File: src/rtl/regfile_mp_pkg.sv
// Shared types and default sizing for the multi-port integer register file.
package regfile_mp_pkg;

  typedef logic [31:0] uint32_t;

  typedef enum logic {
    RF_IDLE,
    RF_CLEARING
  } regfile_state_e;

  localparam uint32_t RF_DEFAULT_XLEN  = 32;
  localparam uint32_t RF_DEFAULT_NREGS = 32;

endpackage

File: src/rtl/regfile_bypass_mux.sv
// Per-read-port forwarding select: the highest-numbered matching write port wins.
module regfile_bypass_mux #(
  parameter int unsigned XLEN   = 32,
  parameter int unsigned NWRITE = 2,
  parameter int unsigned IDXW   = 5
) (
  input  logic                          bypass_en_i,
  input  logic [IDXW-1:0]               rd_index_i,
  input  logic [XLEN-1:0]               stored_i,
  input  logic [NWRITE-1:0]             wr_valid_i,
  input  logic [NWRITE-1:0][IDXW-1:0]   wr_index_i,
  input  logic [NWRITE-1:0][XLEN-1:0]   wr_data_i,
  output logic [XLEN-1:0]               data_o,
  output logic                          hit_o
);

  always_comb begin
    data_o = stored_i;
    hit_o  = 1'b0;
    if (bypass_en_i) begin
      // Ascending scan so the last match, the highest port, takes effect.
      for (int unsigned k = 0; k < NWRITE; k++) begin
        if (wr_valid_i[k] && (wr_index_i[k] == rd_index_i)) begin
          data_o = wr_data_i[k];
          hit_o  = 1'b1;
        end
      end
    end
  end

endmodule

File: src/rtl/regfile_mp.sv
// Multi-port register file with write-to-read bypass, pending-write scoreboard
// and a sequential bulk-clear engine.
module regfile_mp
  import regfile_mp_pkg::*;
#(
  parameter int unsigned XLEN     = RF_DEFAULT_XLEN,
  parameter int unsigned NREGS    = RF_DEFAULT_NREGS,
  parameter int unsigned NREAD    = 2,
  parameter int unsigned NWRITE   = 2,
  parameter int unsigned ZERO_REG = 1,
  parameter int unsigned BYPASS   = 1,
  localparam int unsigned IDXW    = $clog2(NREGS)
) (
  input  logic                          clk,
  input  logic                          rst,
  input  logic [NREAD-1:0][IDXW-1:0]    rs_index,
  output logic [NREAD-1:0][XLEN-1:0]    rs_data,
  output logic [NREAD-1:0]              rs_pending,
  input  logic [NWRITE-1:0]             wr_valid,
  input  logic [NWRITE-1:0][IDXW-1:0]   wr_index,
  input  logic [NWRITE-1:0][XLEN-1:0]   wr_data,
  input  logic                          issue_valid,
  input  logic [IDXW-1:0]               issue_index,
  input  logic                          clear_req,
  output logic                          ready,
  output logic [NREGS-1:0][XLEN-1:0]    debug_registers
);

  regfile_state_e              state_q;
  logic [IDXW-1:0]             cnt_q;
  logic                        ready_q;
  logic [NREGS-1:0][XLEN-1:0]  regs_q, regs_d;
  logic [NREGS-1:0]            pending_q, pending_d;
  logic                        idle;

  assign idle            = (state_q == RF_IDLE);
  assign ready           = ready_q;
  assign debug_registers = regs_q;

  // Issue is applied after the write clears so a same-cycle set wins.
  always_comb begin
    regs_d    = regs_q;
    pending_d = pending_q;
    if (idle) begin
      for (int unsigned k = 0; k < NWRITE; k++) begin
        if (wr_valid[k]) begin
          regs_d[wr_index[k]]    = wr_data[k];
          pending_d[wr_index[k]] = 1'b0;
        end
      end
      if (issue_valid) begin
        pending_d[issue_index] = 1'b1;
      end
    end else begin
      regs_d[cnt_q]    = '0;
      pending_d[cnt_q] = 1'b0;
    end
    if (ZERO_REG != 0) begin
      regs_d[0]    = '0;
      pending_d[0] = 1'b0;
    end
  end

  always_ff @(posedge clk or posedge rst) begin
    if (rst) begin
      regs_q    <= '0;
      pending_q <= '0;
    end else begin
      regs_q    <= regs_d;
      pending_q <= pending_d;
    end
  end

  always_ff @(posedge clk or posedge rst) begin
    if (rst) begin
      state_q <= RF_IDLE;
      cnt_q   <= '0;
      ready_q <= 1'b1;
    end else begin
      case (state_q)
        RF_IDLE: begin
          if (clear_req) begin
            state_q <= RF_CLEARING;
            cnt_q   <= '0;
            ready_q <= 1'b0;
          end
        end
        RF_CLEARING: begin
          if (cnt_q == IDXW'(NREGS - 1)) begin
            state_q <= RF_IDLE;
            cnt_q   <= '0;
            ready_q <= 1'b1;
          end else begin
            cnt_q <= cnt_q + 1'b1;
          end
        end
        default: begin
          state_q <= RF_IDLE;
          cnt_q   <= '0;
          ready_q <= 1'b1;
        end
      endcase
    end
  end

  for (genvar p = 0; p < NREAD; p++) begin : g_rd
    logic [XLEN-1:0] mux_data;
    logic            hit;
    logic            issue_hit;

    regfile_bypass_mux #(
      .XLEN   (XLEN),
      .NWRITE (NWRITE),
      .IDXW   (IDXW)
    ) u_mux (
      .bypass_en_i (idle && (BYPASS != 0)),
      .rd_index_i  (rs_index[p]),
      .stored_i    (regs_q[rs_index[p]]),
      .wr_valid_i  (wr_valid),
      .wr_index_i  (wr_index),
      .wr_data_i   (wr_data),
      .data_o      (mux_data),
      .hit_o       (hit)
    );

    assign issue_hit     = issue_valid && (issue_index == rs_index[p]);
    assign rs_data[p]    = ((ZERO_REG != 0) && (rs_index[p] == '0)) ? '0 : mux_data;
    assign rs_pending[p] = pending_q[rs_index[p]] && !(hit && !issue_hit);
  end

endmodule

File: config.mk
export PLATFORM = sky130hd
export DESIGN_NAME = regfile_mp
export DESIGN_NICKNAME = d
export VERILOG_FILES = /design/src/rtl/regfile_mp_pkg.sv /design/src/rtl/regfile_bypass_mux.sv /design/src/rtl/regfile_mp.sv
export SDC_FILE = /design/constraint.sdc
export NUM_CORES = 2
export LEC_CHECK = 0
export CELL_PAD_IN_SITES_DETAIL_PLACEMENT = 0
export CELL_PAD_IN_SITES_GLOBAL_PLACEMENT = 1
export CORE_AREA = 2 2 465 467
export DETAILED_ROUTE_END_ITERATION = 10
export DIE_AREA = 0 0 467 469
export GPL_TIMING_DRIVEN = 0
export HOLD_SLACK_MARGIN = 0.12
export PLACE_DENSITY = 0.7
export SLEW_MARGIN = 20
export SYNTH_ARGS = -nofsm -noshare
export SYNTH_HDL_FRONTEND = slang
export SYNTH_SLANG_ARGS = --single-unit
File: constraint.sdc
create_clock -name clk -period 50.3 [get_ports clk]
set_input_delay 12.575 -clock clk [delete_from_list [all_inputs] [get_ports clk]]
set_output_delay 12.575 -clock clk [all_outputs]
set_load 0.01 [all_outputs]
==> results_dict.tcl <==
set metrics [dict create \
    tns_ns 0 \
    worstSetupStartpointType "input port" \
    synth_compound_area_share_pct 23.0 \
    drtIter0Drc 13562 \
    fmax_mhz 32.9 \
    syn_to_final_growth_pct 26.0 \
    finalPower_w 0.00511 \
    synth_area_um2 76800 \
    hold_viol 0 \
    cts_tree "built" \
    gp_congestion 1.07 \
    cts_buffers 142 \
    yosys_warnings 0 \
    clock-sinks 1030 \
    wl_met3_um 72000 \
    met1Wirelength_um 206000 \
    outcome "finished, final reports clean" \
    ioPinCount 1186 \
    highest_layer "met5" \
    cellPowerDensity_nw_per_um2 52.7 \
    met2_length_um 234000 \
    rsz0062_at_grt "no" \
    die_h_um 469 \
    cpPeakStageDelay_ns 0.76 \
    gr-usage-all-layers_pct 49.0 \
    layout-drive-gt1-share_pct 14.4 \
    grt_pass1_vias 76806 \
    start_util_pct 36.0 \
    grt-ovfl-total 0 \
    final-max-slew-violation-count 0 \
    grt_pass1_wl_um 722000 \
    avgSynthCellArea_um2 9.94 \
    postSynthCellCount 7731 \
    first_pass_iters 6 \
    routed_wl_um 558000 \
    synth-seq-cells 1030 \
    relSlewSlack_pct 1.60 \
    num_vias 82414 \
    fillCellCount 20567 \
    grt_max_degree 96 \
    dp_hpwl_um 455000 \
    synthArstFlopShare_pct 100 \
    ys_types 66 \
    setup_viol 0 \
    cp_max_fo 10 \
    slowest_stage "o211ai_1" \
    yosysTopAreaCellShare_pct 33.5 \
    antenna_found_initial 65 \
    clock_latency_ns 0.86 \
    clk_pin_slew_ns 0.06 \
    yosysTopAreaCell "dfrtp_1" \
    final_nets 9114 \
    path_cells "clkdlybuf4s50_1 > buf_2 > clkbuf_1 > nor2b_1 > clkbuf_1 > a211oi_1 > o211ai_1 > nand4_1 > o21ai_1 > clkdlybuf4s50_1" \
    fin_crit_sh_pct 60.4 \
    cts_hold_buffers 0 \
    critical_path_arrival_ns 17.79 \
    portBuffers 1070 \
    worst_pin_slew_ns 1.47 \
    die_x_um 467 \
    ys_seq_area_share_pct 33.5 \
    hp-class "reg -> reg" \
    power.leakage_nw 41.8 \
    end_kind "output port" \
    cts_setup_buffers 0 \
    ir_drop_v 0.0000400 \
    synth-simple-area-share_pct 8.07 \
    synth_edf_count 0 \
    wl_per_cell_um 46.5 \
    dieArea_um2 219000 \
    cp.required_ns 37.72 \
    rows 170 \
    clockRootBuffer "clkbuf_16" \
    path_class "in -> out" \
    synth_xor_xnor_area_share_pct 0.342 \
    period_needed_ns 30.37 \
    drc 0 \
    via_per_inst 6.87 \
    clockBufferDepth 3 \
    synthTopCellsByArea "dfrtp_1 34%, mux2i_1 14%, mux4_2 13%" \
    cts_htree_levels 4 \
    ant_nets 0 \
    core_um2 214000 \
    final_common_cell "clkdlybuf4s50_1" \
    mostFrequentLayoutCells "1070 x clkdlybuf4s50_1, 1056 x mux2i_1, 1029 x dfrtp_1, 1004 x nor2_1, 1001 x a21oi_1" \
    post_cts_resize_count 0 \
    synthMuxAreaShare_pct 28.4 \
    synth_top_family_by_area "multiplexers" \
    skew_ns 0.0281 \
    synth_flop_cell "dfrtp_1" \
    drv_cap 0 \
    synth_fa_ha_area_share_pct 0.0814 \
]
## routing by layer
layer / global-route usage, % / vias up
met5: 0.411 / -
met4: 33.3 / 20
met3: 18.8 / 1367
met2: 71.0 / 6821
met1: 60.1 / 42165
li1: - / 32041
## cell usage after synthesis, types with 16 or more instances
| cell | number |
|---|---|
| a211oi_1 | 31 |
| a21oi_1 | 1010 |
| a221oi_1 | 34 |
| a22o_1 | 994 |
| a22oi_1 | 157 |
| a31oi_1 | 17 |
| a32oi_1 | 79 |
| buf_1 | 83 |
| buf_2 | 255 |
| buf_4 | 94 |
| buf_6 | 26 |
| clkbuf_1 | 600 |
| clkbuf_2 | 31 |
| dfrtp_1 | 1029 |
| mux2_2 | 129 |
| mux2i_1 | 1056 |
| mux4_2 | 431 |
| nand2_1 | 123 |
| nand3_1 | 50 |
| nand4_1 | 65 |
| nor2_1 | 1006 |
| nor2b_1 | 51 |
| nor4bb_1 | 30 |
| o211ai_1 | 63 |
| o21ai_0 | 38 |
| o21ai_1 | 57 |
| o22ai_1 | 34 |
| xor2_1 | 16 |
## final timing paths
check	slack, ns	depth (start not counted)	to	from
min reg2reg	0.51	2	ready	ready
min	0.51	2	ready	ready
max reg2reg	46.65	7	debug_registers[446]	state_q
max	19.93	10	rs_data[0]	rs_index[3]
max in group asynchronous	35.61	7	debug_registers[624]	rst
min in group asynchronous	12.20	2	debug_registers[158]	rst
## state kept, by name, indices dropped and copies added, names as in the netlist
signal and count:
cnt_q 5, debug_registers 992, state_q 1, pending_q 31, ready 1
## worst max-delay path: cells and delay by family
| family | cells | cell delay, ns |
|---|---|---|
| buf+inv | 5 | 2.87 |
| compound gates | 3 | 1.50 |
| simple gates | 2 | 0.82 |
## stage by stage
stage          hold WS, ns  instance area, um2  utilization (%)  instances  setup slack, ns
2_1_floorplan        0.482               77000                -       7762             8.74
3_3_place_gp         0.493               91200             42.7      11670            -8.38
3_5_place_dp         0.499               92100             43.1      11706            20.28
4_1_cts              0.505               96700             45.2      11954            20.26
5_1_grt              0.546               96800             45.3      11967            20.20
6_report             0.514               96900             45.3      11999            19.93
## final cells by class
cell class                      count  area, um2  area share [%]
Tap cell                         2838       3550            3.67
Sequential cell                  1030      25800            26.6
Antenna cell                       43        108           0.111
Buffer                           1091       5070            5.24
Clock buffer                      214       4240            4.38
Multi-Input combinational cell   5633      46300            47.8
Timing Repair Buffer             1108      11400            11.8
Clock inverter                     34        345           0.357
Inverter                            8       37.5          0.0388
## where the power goes
group          switching, W  total (W)  internal [W]
Clock              0.000459    0.00106      0.000597
Sequential         0.000492    0.00156       0.00106
Combinational       0.00145    0.00250       0.00104
## kinds of logic after synthesis
logic type | after synthesis
AO/OA/AOI/OAI | 2539
XOR/XNOR | 30
adder cells (fa/ha/maj) | 5
buffers and inverters | 1099
flip-flops | 1030
multiplexers | 1620
other | 1
AND/OR/NAND/NOR | 1407
Power figures use the tool's default switching activity.
